## src/rtl/prog_sequence_detector.sv

```systemverilog
// prog_sequence_detector: loadable serial pattern detector with saturating match counter
module prog_sequence_detector #(
  parameter int PAT_LEN = 4,
  parameter int CNT_W   = 8,
  parameter int OVERLAP = 1
) (
  input  logic                             clock,
  input  logic                             resetn,
  input  logic                             load,
  input  logic [PAT_LEN-1:0]               pattern_in,
  input  logic                             w,
  input  logic                             valid,
  input  logic                             clear,
  output logic                             armed,
  output logic                             match,
  output logic [$clog2(PAT_LEN+1)-1:0]     fill,
  output logic [CNT_W-1:0]                 match_count
);
  localparam int FW = $clog2(PAT_LEN+1);
  localparam logic [FW-1:0] FULL = FW'(PAT_LEN);
  typedef enum logic {UNLOADED, RUN} state_t;
  state_t state, state_nx;
  logic [PAT_LEN-1:0] pattern, history, hist_nx;
  logic [FW-1:0] fill_inc;
  logic sample, hit;
  always_comb begin
    state_nx = load ? RUN : state;
    sample   = (state == RUN) && valid && !load;
    hist_nx  = {history[PAT_LEN-2:0], w};
    fill_inc = (fill == FULL) ? fill : fill + 1'b1;
    hit      = sample && (fill_inc == FULL) && (hist_nx == pattern);
  end
  assign armed = (state == RUN);
  always_ff @(posedge clock) begin
    if (!resetn) begin
      state       <= UNLOADED;
      pattern     <= '0;
      history     <= '0;
      fill        <= '0;
      match       <= 1'b0;
      match_count <= '0;
    end else begin
      state <= state_nx;
      match <= hit;
      if (load) begin
        pattern <= pattern_in;
        history <= '0;
        fill    <= '0;
      end else if (sample) begin
        history <= hist_nx;
        // non-overlapping mode restarts the fill so consumed bits cannot match again
        fill    <= (hit && OVERLAP == 0) ? '0 : fill_inc;
      end
      match_count <= clear ? '0 : (hit && !(&match_count)) ? match_count + 1'b1 : match_count;
    end
  end
endmodule

```

## config.mk

```make
export PLATFORM = sky130hd
export DESIGN_NAME = prog_sequence_detector
export DESIGN_NICKNAME = d
export VERILOG_FILES = /design/src/rtl/prog_sequence_detector.sv
export SDC_FILE = /design/constraint.sdc
export NUM_CORES = 1
export LEC_CHECK = 0
export BUFFER_PORTS_ARGS = -buffer_cell sky130_fd_sc_hd__clkbuf_2
export CAP_MARGIN = 25
export CORE_MARGIN = 4
export CORE_UTILIZATION = 46
export CTS_CLUSTER_DIAMETER = 150
export DETAILED_ROUTE_END_ITERATION = 7
export HOLD_SLACK_MARGIN = 0.02
export PLACE_DENSITY = 0.7
export SLEW_MARGIN = 10
export SYNTH_ARGS = -nofsm -noshare
export SYNTH_HDL_FRONTEND = slang
export SYNTH_SLANG_ARGS = --single-unit
```

## constraint.sdc

```tcl
create_clock -name clock -period 1.8 [get_ports clock]
set_clock_uncertainty 0.15 [all_clocks]
set_input_delay 0.09 -clock clock [delete_from_list [all_inputs] [get_ports clock]]
set_output_delay 0.09 -clock clock [all_outputs]
set_load 0.02 [all_outputs]
```

* Word level (Yosys, flattened, before mapping)
Index checks and enable logic that the tools add are counted. W data, S select, Z words.
Operators by class: bitwise logic cells 1, mux-type cells 1, add/sub/neg operators 2, equality and inequality tests 3, reduce and logical (&&, ||, !) cells 10
Operator list (count):
- $add A8 B1 Y8 const B | 1
- $reduce_and A8 Y1 | 1
- $eq A3 B3 Y1 const B | 2
- $logic_and A1 B1 Y1 | 5
- $eq A4 B4 Y1 | 1
- $reduce_or A2 Y1 | 2
- $add A3 B1 Y3 const B | 1
- $mux W3 | 1
- $logic_not A1 Y1 | 2
- $not A1 Y1 | 1
Word-level totals: logic and storage cells 23, bits in registers 20, input bits 10, output and inout bits 13

* Depth between registers and ports, before layout
depth in word-level cells 6, mapped depth 8, depth with buffers taken out 7

* Least setup slack after synthesis
No wires, ideal clock.
path kind reg-to-reg, start point register fill[1], end point register match_count[4], stages on the path, launching flop included 8, required time 1.580 ns, setup time 0.070 ns, clock period less this slack 2.117 ns, buffers on the path 1, path slack -0.317 ns, data arrival time 1.897 ns, cell sequence dfxtp_1 > ha_1 > o211ai_2 > nor4_4 > nand4_2 > buf_6 > or3_1 > a21oi_1
Between the ends: word-level cells in the longest chain between the ends 6, elaborated cells on any way between the ends 7, those cells by class add/sub: 1; eq/ne: 2; mux: 1; reduce/logical: 3
Ends and longest elaborated chain:
- start: declaration | RTL line 16 | output logic [$clog2(PAT_LEN+1)-1:0] fill,
- start signal: assignment | RTL line 52 | fill <= (hit && OVERLAP == 0) ? '0 : fill_inc;
- $add A3 B1 Y3 / $eq A3 B3 Y1 (equally long branches) | RTL line 30 | fill_inc = (fill == FULL) ? fill : fill + 1'b1;
- $mux W3 (*) | RTL line 30
- $eq A3 B3 Y1 (*) | RTL line 31 | hit = sample && (fill_inc == FULL) && (hist_nx == pattern);
- $logic_and A1 B1 Y1 (*) (2 in a row) | RTL line 31
- $logic_and A1 B1 Y1 (*) | RTL line 54 | match_count <= clear ? '0 : (hit && !(&match_count)) ? match_count + 1'b1 : match_count;
- end signal: assignment | RTL line 54
- end: declaration | RTL line 17 | output logic [CNT_W-1:0] match_count
Every way passes the cells marked *; elsewhere a longest branch is shown, timed or not. A chain may end at the register's enable or synchronous reset.

* Final worst setup path
start point register fill[0], end point register match_count[3]
The elaborated chain is that of the path after synthesis.

==> impl_metrics.yaml <==
setup_path:
  cp_slowest_cell: "dfxtp_4"
  crit_path_end_kind: "register"
  path_buf_inv: 1
  worstPathArrival_ns: 2.01
  critical-path-max-stage-delay_ns: 0.38
  reg2reg_from: "fill[0]$_SDFFE_PP0P_"
  path_class: "reg2reg"
  rr_worst_depth: 6
  crit_family: "simple AND/OR/NAND/NOR gates"
  critPathLaunch: "fill[0]$_SDFFE_PP0P_"
  crit_fanout: 8
  r2r_end: "match_count[3]$_SDFFE_PP0P_"
  path_cells: "ha_4 -> a311oi_2 -> nand4_2 -> buf_6 -> or3_1 -> a21oi_1"
  path_depth: 6
  rrSetupSlack_ns: -0.12
  required_ns: 1.89
  cp-start-kind: "register"
  cp-endpoint: "match_count[3]$_SDFFE_PP0P_"
global_route:
  grt_overflow: 0
  grt_use_met3: 0.0490
  grt_pass1_wl_um: 3840
  antenna_found_initial: 0
  track_usage: 0.182
  top_usage_layer: "met2"
  grt_pass1_vias: 910
  grt_use_met1: 0.210
  grt_max_degree: 12
  grtUsageMet2: 0.315
timing:
  setup_viol_count_final: 7
  rsz0062_at_grt: "true"
  layout_setup_ws_ns: -0.119
  fin_crit_ns: 1.92
  fin_crit_sh: 1.07
  holdWs_ns: 0.0839
  fmax_mhz: 521
  maxSlewViolCount: 0
  hold_viol_final: 0
  tightest_slew_ns: 0.334
  relSlewSlack: 0.777
run_status:
  status: "finished with violations"
  violations: "setup timing"
finish:
  nets: 170
  area_growth_pct: 44.2
  n_antenna_cell: 0
  finalCoreUtilization: 0.716
  finalNonFillerCells: 183
  drive_above_1_share: 0.385
  fill_cells: 163
clock_network:
  cts_buffers: 3
  clkLatencyLatePin_ns: 0.30
  cts_num_sinks: 20
  cts_tree: "yes"
  clk_pin_slew_worst_paths_ns: 0.11
  clk_path_buf_depth: 2
  cts-htree-levels: 1
  cts-root-buf: "clkbuf_4"
yosys:
  synth_cells: 106
  ys_seq_area_frac: 0.403
  syn_nets: 119
  netlist.area_leader.share: 0.403
  synth.avg_cell_area_sq_um: 9.37
  ys_top_cells_by_area: "dfxtp_1 (40%), mux2i_1 (7.1%), xor2_1 (4.4%)"
  ys_ff_latch: 20
  synth_common_cells: "dfxtp_1 (20), nand2_1 (9), a21oi_1 (8), mux2i_1 (7)"
  synth_ff_type: "dfxtp_1"
  synth-edff-count: 0
  yosysWarnings: 0
  yosysTopAreaCell: "dfxtp_1"
  netlist_area_sq_um: 993
  postSynth.asyncResetShare: 0
  synth_cell_types: 33
  post-synth-top-count-cell: "dfxtp_1"
worst_hold_path:
  hp-class: "in2reg"
placed_design:
  dp_cells: 165
  gp_congestion: 0.728
  io_buffers: 22
  dp_hpwl_um: 1560
floorplanning:
  fp.dieArea_sq_mm: 0.00297
  ioPinCount: 23
  core_area_sq_mm: 0.00200
  fp-row-count: 16
  die_x_um: 54.5
  die_h_um: 54.5
  start_util: 0.496
power:
  vdd_ir_drop_max_uv: 507
  internal_power_uw: 625
  pwr-share-clk: 0.319
  p_leak_nw: 0.627
  p_comb_frac: 0.123
  seqPwrFrac: 0.558
  p_sw_uw: 192
  finalPower_uw: 818
  power_density_mw_per_mm2: 571
  netSwitchingFraction: 0.235
detailed_routing:
  firstDrtPassIters: 4
  wirelength_um: 2250
  wl_per_cell_um: 12.3
  vias: 928
  drc_errors: 0
  antenna_left: 0
  drtIter0Drc: 14
  via_per_inst: 5.07
run:
  drv_cap: 0
==> placed cells by master (no fill, tap or decap), types with 3 or more instances in the layout <==
cell | synthesis | final
dfxtp_1 | 20 | 16
mux2i_1 | 7 | 7
clkbuf_2 | 0 | 22
nor2_1 | 6 | 6
o21ai_0 | 3 | 3
clkbuf_4 | 0 | 3
buf_4 | 2 | 18
nand2_1 | 9 | 9
nand3_1 | 6 | 6
a21oi_1 | 8 | 7
nor2b_1 | 5 | 5
xor2_1 | 5 | 5
or3_1 | 3 | 3
dlygate4sd3_1 | 0 | 10
nand2b_1 | 3 | 3
==> per-layer routing <==
| metal | vias to the layer above | share of wire |
|---|---|---|
| met4 | 0 | 0.0089 |
| li1 | 470 | - |
| met5 | - | 0 |
| met1 | 432 | 0.44 |
| met3 | 2 | 0.050 |
| met2 | 24 | 0.50 |
==> cells by family (layout without fill, tap and decap cells) <==
logic type	Yosys count	in the layout	synth area share
adders and majority gates	3	3	0.0378
AOI/OAI and AO/OA	17	17	0.112
buffers and inverters	9	59	0.0567
and+or+nand+nor	43	43	0.256
muxes	8	8	0.0819
DFF	20	20	0.403
xor gates and xnor gates	6	6	0.0529
==> stage by stage <==
stage          setup TNS, ns  worst slack [ns]  area, sq um
3_5_place_dp          -0.934            -0.177         1250
3_3_place_gp          -0.549            -0.102         1250
2_1_floorplan         -0.362           -0.0883         1030
6_report              -0.633            -0.119         1430
4_1_cts               -0.673            -0.128         1410
5_1_grt                -1.45            -0.225         1430
==> power by group through the flow <==
stage               registers (mW)  clock network, mW  logic (mW)
global route                 0.457              0.292       0.109
global placement             0.465                  0      0.0754
floorplan                    0.467                  0      0.0491
CTS                          0.455              0.273      0.0943
finish                       0.456              0.261       0.100
detailed placement           0.464                  0      0.0773
==> sequential cells by signal, summed over array words and instances, names as in the netlist <==
signal / count
history: 3
match_count: 8
fill: 3
armed: 1
match: 1
pattern: 4
==> what timing repair did <==
| item | CTS | global route |
|---|---|---|
| setup endpoints to repair | 7 | 8 |
| gates resized for setup | 1 | 4 |
| cloned | 0 | 0 |
| hold buffers | 10 | 0 |
| hold endpoints to repair | 7 | 0 |
| pin swaps | 4 | 1 |
| setup buffers | 3 | 1 |
==> how the worst min path moves through the flow <==
stage                     cells after the start           from                 endpoint  slack (ns)
after detailed placement                      3              w  history[0]$_SDFFE_PP0P_        0.21
after global placement                        3  pattern_in[2]  pattern[2]$_SDFFE_PN0P_        0.20
after global routing                          4          valid  history[0]$_SDFFE_PP0P_        0.08
after floorplan                               1         resetn       armed$_SDFFE_PN0P_        0.06
final                                         3           load       armed$_SDFFE_PN0P_        0.08
after CTS                                     4          valid  history[0]$_SDFFE_PP0P_        0.05
==> final cells by class <==
class                           count  area (sq um)  share of cell area
Inverter                            4          17.5              0.0122
Multi-Input combinational cell     77           578               0.403
Tap cell                           27          33.8              0.0236
Timing Repair Buffer               51           357               0.249
Sequential cell                    20           410               0.286
Clock buffer                        4          36.3              0.0253
==> tightest hold or removal path: cells and delay by family <==
family                 cells  cell delay (ns)
AO/OA/AOI/OAI              1             0.13
buffers and inverters      2             0.30
No activity file was read; power rests on OpenSTA's default activity.
